<file path="src/rtl/muldiv_unit.sv">
// RV32M iterative multiply/divide: shared shift-add / restoring-divide datapath; optional MULDIV_FAST_MUL_EN single-cycle multiplier.
// Latency: resp_valid after accept edge + 34 (iterative), + 1 (div special cases, fast multiply).
// Backpressure: one op in flight; req_ready only in IDLE; result held stable while resp_ready is low.

package riscv_pkg;
  localparam int XLEN = 32;
  typedef enum logic [2:0] {
    MUL    = 3'd0,
    MULH   = 3'd1,
    MULHSU = 3'd2,
    MULHU  = 3'd3,
    DIV    = 3'd4,
    DIVU   = 3'd5,
    REM    = 3'd6,
    REMU   = 3'd7
  } muldiv_op_e;
endpackage

module muldiv_unit
  import riscv_pkg::*;
(
  input  logic             clk,
  input  logic             rst_n,
  input  logic             req_valid,
  output logic             req_ready,
  input  muldiv_op_e       op,
  input  logic [XLEN-1:0]  a,
  input  logic [XLEN-1:0]  b,
  input  logic             flush,
  output logic             resp_valid,
  input  logic             resp_ready,
  output logic [XLEN-1:0]  result,
  output logic             busy
);

  typedef enum logic [1:0] {IDLE, CALC, FIXUP, DONE} state_e;

  state_e            state, state_nxt;
  logic [4:0]        count;
  muldiv_op_e        op_q;
  logic [XLEN-1:0]   mag_b_q;
  logic [2*XLEN-1:0] acc;
  logic              neg_q;
  logic              resp_valid_q;
  logic [XLEN-1:0]   result_q;

  // Request decode
  logic            is_div, a_signed, b_signed, sign_a, sign_b, neg_in;
  logic [XLEN-1:0] mag_a, mag_b;
  logic            special, direct;
  logic [XLEN-1:0] special_res, direct_res;
  logic            accept;

  always_comb begin
    is_div   = op[2];
    a_signed = (op == MULH) || (op == MULHSU) || (op == DIV) || (op == REM);
    b_signed = (op == MULH) || (op == DIV) || (op == REM);
    sign_a   = a_signed & a[XLEN-1];
    sign_b   = b_signed & b[XLEN-1];
    mag_a    = sign_a ? (~a + 1'b1) : a;
    mag_b    = sign_b ? (~b + 1'b1) : b;
    // Remainder follows the dividend; product and quotient follow the sign xor.
    neg_in   = (op == REM) ? sign_a : (sign_a ^ sign_b);
  end

  always_comb begin
    special     = 1'b0;
    special_res = '0;
    if (is_div && (b == '0)) begin
      special     = 1'b1;
      special_res = ((op == DIV) || (op == DIVU)) ? '1 : a;
    end else if (((op == DIV) || (op == REM)) && (a == 32'h8000_0000) && (b == '1)) begin
      special     = 1'b1;
      special_res = (op == DIV) ? 32'h8000_0000 : '0;
    end
  end

`ifdef MULDIV_FAST_MUL_EN
  logic signed [2*XLEN-1:0] fast_a, fast_b, fast_prod;
  always_comb begin
    fast_a     = {{XLEN{sign_a}}, a};
    fast_b     = {{XLEN{sign_b}}, b};
    fast_prod  = fast_a * fast_b;
    direct     = special || !is_div;
    direct_res = special ? special_res
               : (op == MUL) ? fast_prod[XLEN-1:0] : fast_prod[2*XLEN-1:XLEN];
  end
`else
  always_comb begin
    direct     = special;
    direct_res = special_res;
  end
`endif

  assign accept = req_valid && (state == IDLE) && !flush;

  // One iteration of each datapath; acc holds {product} or {remainder, quotient}
  logic [XLEN:0]     mul_sum, div_shift;
  logic [2*XLEN-1:0] mul_next, div_next;
  logic              div_ge;
  logic [XLEN-1:0]   rem_nxt;

  always_comb begin
    mul_sum   = {1'b0, acc[2*XLEN-1:XLEN]} + (acc[0] ? {1'b0, mag_b_q} : '0);
    mul_next  = {mul_sum, acc[XLEN-1:1]};
    div_shift = {acc[2*XLEN-1:XLEN], acc[XLEN-1]};
    div_ge    = (div_shift >= {1'b0, mag_b_q});
    rem_nxt   = div_ge ? (div_shift[XLEN-1:0] - mag_b_q) : div_shift[XLEN-1:0];
    div_next  = {rem_nxt, acc[XLEN-2:0], div_ge};
  end

  logic [2*XLEN-1:0] prod_fix;
  logic [XLEN-1:0]   quot_fix, rem_fix, fix_res;

  always_comb begin
    prod_fix = neg_q ? (~acc + 1'b1) : acc;
    quot_fix = neg_q ? (~acc[XLEN-1:0] + 1'b1) : acc[XLEN-1:0];
    rem_fix  = neg_q ? (~acc[2*XLEN-1:XLEN] + 1'b1) : acc[2*XLEN-1:XLEN];
    case (op_q)
      MUL:       fix_res = prod_fix[XLEN-1:0];
      DIV, DIVU: fix_res = quot_fix;
      REM, REMU: fix_res = rem_fix;
      default:   fix_res = prod_fix[2*XLEN-1:XLEN];
    endcase
  end

  always_comb begin
    state_nxt = state;
    case (state)
      IDLE:    if (accept) state_nxt = direct ? DONE : CALC;
      CALC:    if (count == 5'd31) state_nxt = FIXUP;
      FIXUP:   state_nxt = DONE;
      DONE:    if (resp_valid_q && resp_ready) state_nxt = IDLE;
      default: state_nxt = IDLE;
    endcase
    if (flush) state_nxt = IDLE;
  end

  always_ff @(posedge clk or negedge rst_n) begin
    if (!rst_n) state <= IDLE;
    else        state <= state_nxt;
  end

  // Result is loaded on entry to DONE and presented the following cycle.
  always_ff @(posedge clk or negedge rst_n) begin
    if (!rst_n)
      resp_valid_q <= 1'b0;
    else
      resp_valid_q <= (state == DONE) && !flush && !(resp_valid_q && resp_ready);
  end

  always_ff @(posedge clk or negedge rst_n) begin
    if (!rst_n) begin
      count    <= '0;
      op_q     <= MUL;
      mag_b_q  <= '0;
      acc      <= '0;
      neg_q    <= 1'b0;
      result_q <= '0;
    end else if (accept) begin
      count   <= '0;
      op_q    <= op;
      mag_b_q <= mag_b;
      acc     <= {{XLEN{1'b0}}, mag_a};
      neg_q   <= neg_in;
      if (direct) result_q <= direct_res;
    end else if (!flush) begin
      if (state == CALC) begin
        count <= count + 5'd1;
        acc   <= op_q[2] ? div_next : mul_next;
      end
      if (state == FIXUP) result_q <= fix_res;
    end
  end

  assign req_ready  = (state == IDLE);
  assign busy       = (state != IDLE);
  assign resp_valid = resp_valid_q;
  assign result     = result_q;

endmodule

</file>
<file path="config.mk">
export PLATFORM = sky130hd
export DESIGN_NAME = muldiv_unit
export DESIGN_NICKNAME = d
export VERILOG_FILES = /design/src/rtl/muldiv_unit.sv
export SDC_FILE = /design/constraint.sdc
export NUM_CORES = 1
export LEC_CHECK = 0
export ABC_CLOCK_PERIOD_IN_PS = 8400
export CORE_ASPECT_RATIO = 1.75
export CORE_MARGIN = 4
export CORE_UTILIZATION = 50
export CTS_CLUSTER_SIZE = 12
export DETAILED_ROUTE_END_ITERATION = 16
export MAX_ROUTING_LAYER = met4
export PLACE_DENSITY_LB_ADDON = 0.3
export SKIP_LAST_GASP = 1
export SLEW_MARGIN = 30
export SYNTH_ARGS = -nofsm -noshare
export SYNTH_HDL_FRONTEND = slang
export SYNTH_SLANG_ARGS = --single-unit
</file>
<file path="constraint.sdc">
create_clock -name clk -period 8.4 [get_ports clk]
set_clock_uncertainty 0.2 [all_clocks]
set_input_delay 1.26 -clock clk [delete_from_list [all_inputs] [get_ports clk]]
set_output_delay 1.26 -clock clk [all_outputs]
set_load 0.02 [all_outputs]
</file>
==> metrics.txt, run 1 <==
minimum clock period just under 5000 ps; cell taking the most area after synthesis dfrtp_1; mapped cell area 14450 sq um; IR Drop Worst-Case VDD roughly 0.00021 V; count leader, synth o21ai_0; period utilisation layout 58.17%; crit-path max FO 21; Seq/Total Area, Yosys 24.24%; CP cell instances clkdlybuf4s50_1, nor4_1, nand4_1, nor4_2, nand2_1, nor4_1, nor2_2, o21ai_2, nor2_1, a311oi_1; Slew headroom about 28%; clk buf depth 2; Min Hold Slack 275.0 ps; layout net count approximately 2100; share of cells above drive strength 1 approximately 5.1%; Worst Path Arrival 5040 ps; post-DR vias/cell 6.348; Synth-to-Final Area Change 12.29%; final setup violation count 0; Ant. Diodes 0; die area approximately 32000 sq um; core box area 28630 sq um; Die Ht about 230 microns; Mapped Nets 2055; CP bufs+invs 1; worst r2r src acc[31]; CP required 8560 ps; FF-to-FF path depth 12; Worst R2R End acc[56]; GRT overflow 0; Die Width approximately 140 microns; residual DRC count 0; synthesized area per cell 7.583 sq um; Worst-Margin Slew 1071 ps; fillers ~2700; leakage power 6.773 nW; Syn. warnings 0; initial core utilization 50.49%; Hold WC Path Type reg -> reg; Rows just over 80; pin count of the biggest net entering global routing 157; status completed; port bufs 106; root buffer cell clkbuf_16; initial antenna violation count 0; delay-heaviest family, CP simple AND/OR/NAND/NOR gates; number of global-route vias before repair approximately 14000; Hold EP resp_valid; CTS tree yes; Final Max Tran Viols 0; CP max stage delay 740 ps; DP HPWL 38390 microns; Synth cell types 86; GRT Overall Usage approximately a third; CTS sink count between 100 and 150; startpoint types input port; antenna viol nets, final 0; H-tree depth 4; flops & latches, synth 140; maxcap violations 0; cts repair resizes 0; first-pass GRT wire length 78600 microns; cell mode on critical path nor4_1; via count 14663; EDFF count, synth 0; reg2reg setup slack around 4100 ps; routability cong. 1.020; Area contributors post-synth dfrtp_1 24%, o21ai_0 7.3%, xor2_1 6.7%; Pwr per Cell Area 415.2 nW/um^2; post-CTS setup buffer count 0; worst skew pair latency 460 ps; DRT Wirelength between 50000 and 60000 microns; RSZ-0062 raised after global routing false; HP Start resp_valid; IO Pins 107; drt initial violations 1516; Pre-antenna DRT Iters 8; async set or reset register ratio after synthesis 100.0%; Fin. Hold Viols 0; Synth top area share approximately a quarter; Synth Flop Type dfrtp_1; # hold bufs at CTS 0; cts bufs inserted 17; Fin Setup TNS 0 ps; Cells after Synth 1906; CP max stage cell o21ai_2; hold depth 1; most frequent cells after synthesis 212 x o21ai_0, 207 x nand2_1, 169 x nor2_1; fmax 204.7 MHz; critical path class in -> reg; clock slew at reported path FFs 60 ps; endpoint class of the critical path register; mean routed wirelength per cell 21.86 microns
[per-layer routing]
layer,vias to the layer above,wire length (microns),global-route usage [%],share of wire (%)
met1,6879,18610,34.67,37
met4,0,3990,22.45,7.9
met5,-,0,-,0
met3,197,2607,3.700,5.2
met2,600,25290,55.99,50
li1,6987,-,-,-
[where the power goes]
group | leakage [nW] | switching [W] | internal (W) | total [W]
Clock | 0.286 | 0.000310 | 0.000464 | 0.000774
Sequential | 1.74 | 0.000489 | 0.000969 | 0.00146
Combinational | 4.74 | 0.00270 | 0.00181 | 0.00451
[flip-flops by register name, summed over array words and instances, names as in the netlist]
| signal | count |
|---|---|
| state | 2 |
| mag_b_q | 32 |
| resp_valid | 1 |
| neg_q | 1 |
| count | 5 |
| acc | 64 |
| op_q | 3 |
| result | 32 |
[final cells by class]
cell class	count	area, sq um	share of cell area [%]
multi-input cells	1572	10220	62.99
flip-flops and latches	140	3508	21.62
repair buffers	122	1195	7.363
clock buffers	24	491.7	3.030
well taps	378	473.0	2.914
inverters	67	251.5	1.550
clock inverters	7	87.58	0.5397
[worst max path at each step]
stage / endpoint / start / cells after the start / slack [ps]
final: result[15] / a[7] / 10 / 3510
after global routing: result[15] / a[4] / 10 / 3250
after CTS: result[15] / a[7] / 10 / 3580
after detailed placement: result[15] / b[6] / 9 / 3110
after global placement: result[15] / b[6] / 9 / 3250
after floorplan: result[10] / b[6] / 8 / 4540
[placed cells by master, fill, tap and decap left out, types with 12 or more instances in the layout]
cell,instances
o21ai_0,212
nand2_1,207
nor2_1,169
dfrtp_1,138
a21oi_1,132
xor2_1,110
clkdlybuf4s50_1,105
xnor2_1,81
ha_1,75
inv_1,66
o211ai_1,46
mux2i_1,43
nand3_1,33
a21o_1,29
a31oi_1,29
o31ai_1,29
nand4_1,26
nor3_1,24
a211oi_1,22
or4_1,19
or3_1,18
o22ai_1,18
clkbuf_16,17
nor4_1,15
buf_4,15
or2_2,14
and2_1,13
and3_1,12
o41ai_1,12
[metrics by stage]
| stage | setup slack [ps] | utilization (%) | total power, W | cell area (sq um) | cells |
|---|---|---|---|---|---|
| final | 3514 | 56.70 | 0.006739 | 16230 | 2310 |
| after global routing | 3252 | 56.70 | 0.007240 | 16230 | 2310 |
| after CTS | 3582 | 56.70 | 0.006666 | 16230 | 2310 |
| after floorplan | 4538 | - | 0.004606 | 14450 | 1906 |
| after detailed placement | 3111 | 54.67 | 0.005876 | 15650 | 2279 |
| after global placement | 3251 | 54.64 | 0.005813 | 15640 | 2279 |
[cell families after synthesis]
kind of cell	Yosys count	synth area share, %
flip-flops	140	24.24
adder cells (fa/ha/maj)	77	6.770
AND/OR/NAND/NOR	602	20.01
multiplexers	53	3.757
AO/OA/AOI/OAI	649	28.40
XOR/XNOR	191	11.57
buffers and inverters	194	5.246
Power figures use the tool's default switching activity.
==> run 2: changes to the inputs <==
Settings changed: ABC_CLOCK_PERIOD_IN_PS 8400 to 4350.
Clock period 8.4 ns to 4.35 ns, I/O delays scaled along.
==> run 2 against run 1 <==
Utilization up 1.6 points. Largest cell class unchanged. Global-route usage grew 0.59 points. Flip-flop and latch count unchanged. Via count up 2.8%. Critical path type is now reg -> reg. Sequential share of layout area is 0.59 points lower. Clock power rose by 110%. Sequential power up 83%. Register-to-register slack got worse by 3800 ps.
==> metrics.txt, run 2 (same netlist as run 1, synthesis figures left out) <==
Die Ht 232.9 microns (unchanged); cell area after layout 16690 sq um (+2.8%); CP required 4510 ps (-4050 ps); clk buf depth 2 (unchanged); Die Width 136.5 microns (unchanged); fin util 58.30% (+1.6 points); initial antenna violation count 0 (unchanged); IR Drop Worst-Case VDD 0.0004722 V (+130%); worst skew pair latency 460 ps (about the same); Biggest register acc; die area 31800 sq um (unchanged); layout net count 2122 (+2.6%); drt initial violations 1228 (-19%); post-DR vias/cell 6.378 (+0.47%); leakage power 7.056 nW (+4.2%); Pre-antenna DRT Iters 5 (-3); routability cong. 1.056 (+3.5%); DP HPWL 39470 microns (+2.8%); placed inst area 16060 sq um (+2.6%); endpoint class of the critical path register; first-pass GRT wire length 79940 microns (+1.7%); fmax 246.1 MHz; Multi-input gate area 10210 sq um (about the same); commonest non-fill, non-tap cells in the layout 212 x o21ai_0, 207 x nand2_1, 169 x nor2_1; cts bufs inserted 17 (unchanged); via count 15077 (+2.8%); IO Pins 107 (unchanged); Slew headroom 38.83% (+11 points); H-tree depth 4 (unchanged); number of global-route vias before repair 14815 (+2.9%); DRT Wirelength 51340 microns (+1.7%); most common cell after layout, fill and taps aside o21ai_0; GRT overflow 0 (unchanged); clock slew at reported path FFs 60 ps (about the same); period utilisation layout 93.40%; Rows 82 (unchanged); Placed Cells 2332 (+2.3%); final setup violation count 0 (unchanged); share of cells above drive strength 1 7.704% (+2.6 points); fillers 2651 (-0.15%); GRT Overall Usage 33.24% (+0.59 points); Pwr per Cell Area 800.9 nW/um^2 (+93%); residual DRC count 0 (unchanged); Fin. Hold Viols 0 (unchanged); Final Max Tran Viols 0 (unchanged); max reg flops 64 (unchanged); CTS sink count 140 (unchanged); Hold WC Path Type in -> async; CTS tree yes; status completed; post-CTS setup buffer count 0 (unchanged); Worst-Margin Slew 914.8 ps (-156.0 ps); initial core utilization 50.49% (unchanged); maxcap violations 0 (unchanged); critical path class reg -> reg; RSZ-0062 raised after global routing false; Synth-to-Final Area Change 15.47%; root buffer cell clkbuf_16; # hold bufs at CTS 0 (unchanged); port bufs 106 (unchanged); startpoint types register; cts repair resizes 0 (unchanged); Worst Path Arrival 4220 ps (-820 ps); antenna viol nets, final 0 (unchanged); fin cells 2364 (+2.3%); core box area 28630 sq um (unchanged); pin count of the biggest net entering global routing 156 (-0.64%); minimum clock period between 4000 and 5000 ps; crit-path max FO 16 (-24%); Fin Setup TNS 0 ps (unchanged); Ant. Diodes 0 (unchanged); register area 3508 sq um (unchanged); mean routed wirelength per cell 21.72 microns (-0.66%)
-- run 2: cell count changes in the layout (fill, tap and decap cells not counted), sizes merged --
cell / previous run / this run
buf: 17 / 69
bufinv: 2 / 3
inv: 67 / 68
-- run 2: stage by stage --
stage	power [W]	worst slack (ps)	hold WS (ps)
after floorplan	0.008895	1053	156.9
after global placement	0.01149	310.4	254.6
after detailed placement	0.01159	237.2	263.8
after CTS	0.01322	401.7	136.6
after global routing	0.01439	86.86	130.3
final	0.01337	287.2	36.65
-- run 2: final timing paths --
| check | start | end | slack (ps) | cells past startpoint |
|---|---|---|---|---|
| min in group clk | resp_valid | resp_valid | 270 | 1 |
| worst min register to register | resp_valid | resp_valid | 270 | 1 |
| worst max-delay path | acc[0] | acc[62] | 290 | 13 |
| worst max register to register | acc[0] | acc[62] | 290 | 13 |
| worst min-delay path | rst_n | count[1] | 40 | 1 |
| max in group asynchronous | rst_n | acc[17] | 3000 | 2 |
-- run 2: area by class of cell --
| cell class | count | area share, % |
|---|---|---|
| multi-input cells | 1572 | 61.20 |
| flip-flops and latches | 140 | 21.02 |
| repair buffers | 175 | 9.709 |
| clock buffers | 23 | 2.924 |
| well taps | 378 | 2.834 |
| inverters | 67 | 1.507 |
| clock inverters | 9 | 0.8022 |
-- run 2: routing by layer --
layer | part of all wire, % | wire length [microns] | global-route usage, %
met2 | 51 | 26030 | 56.88
met1 | 37 | 19010 | 35.22
met3 | 4.7 | 2423 | 4.089
met5 | 0 | 0 | -
met4 | 7.6 | 3879 | 22.79
-- run 2: critical path: stages, from the launching register on --
cell and delay, ps:
dfrtp_1 370, inv_1 210, buf_4 260, nor2_1 70, ha_1 430, and4_1 280
and2_1 240, nand3_1 100, nor4_1 500, nor2_1 240, o21ai_0 400, a311oi_1 180
xor2_1 200, a211oi_1 270
-- run 2: power by group --
group          internal, W  switching [W]  leakage [nW]
Sequential         0.00187       0.000793          1.74
Clock             0.000964       0.000627         0.304
Combinational      0.00370        0.00541          5.01
Total              0.00654        0.00683          7.06
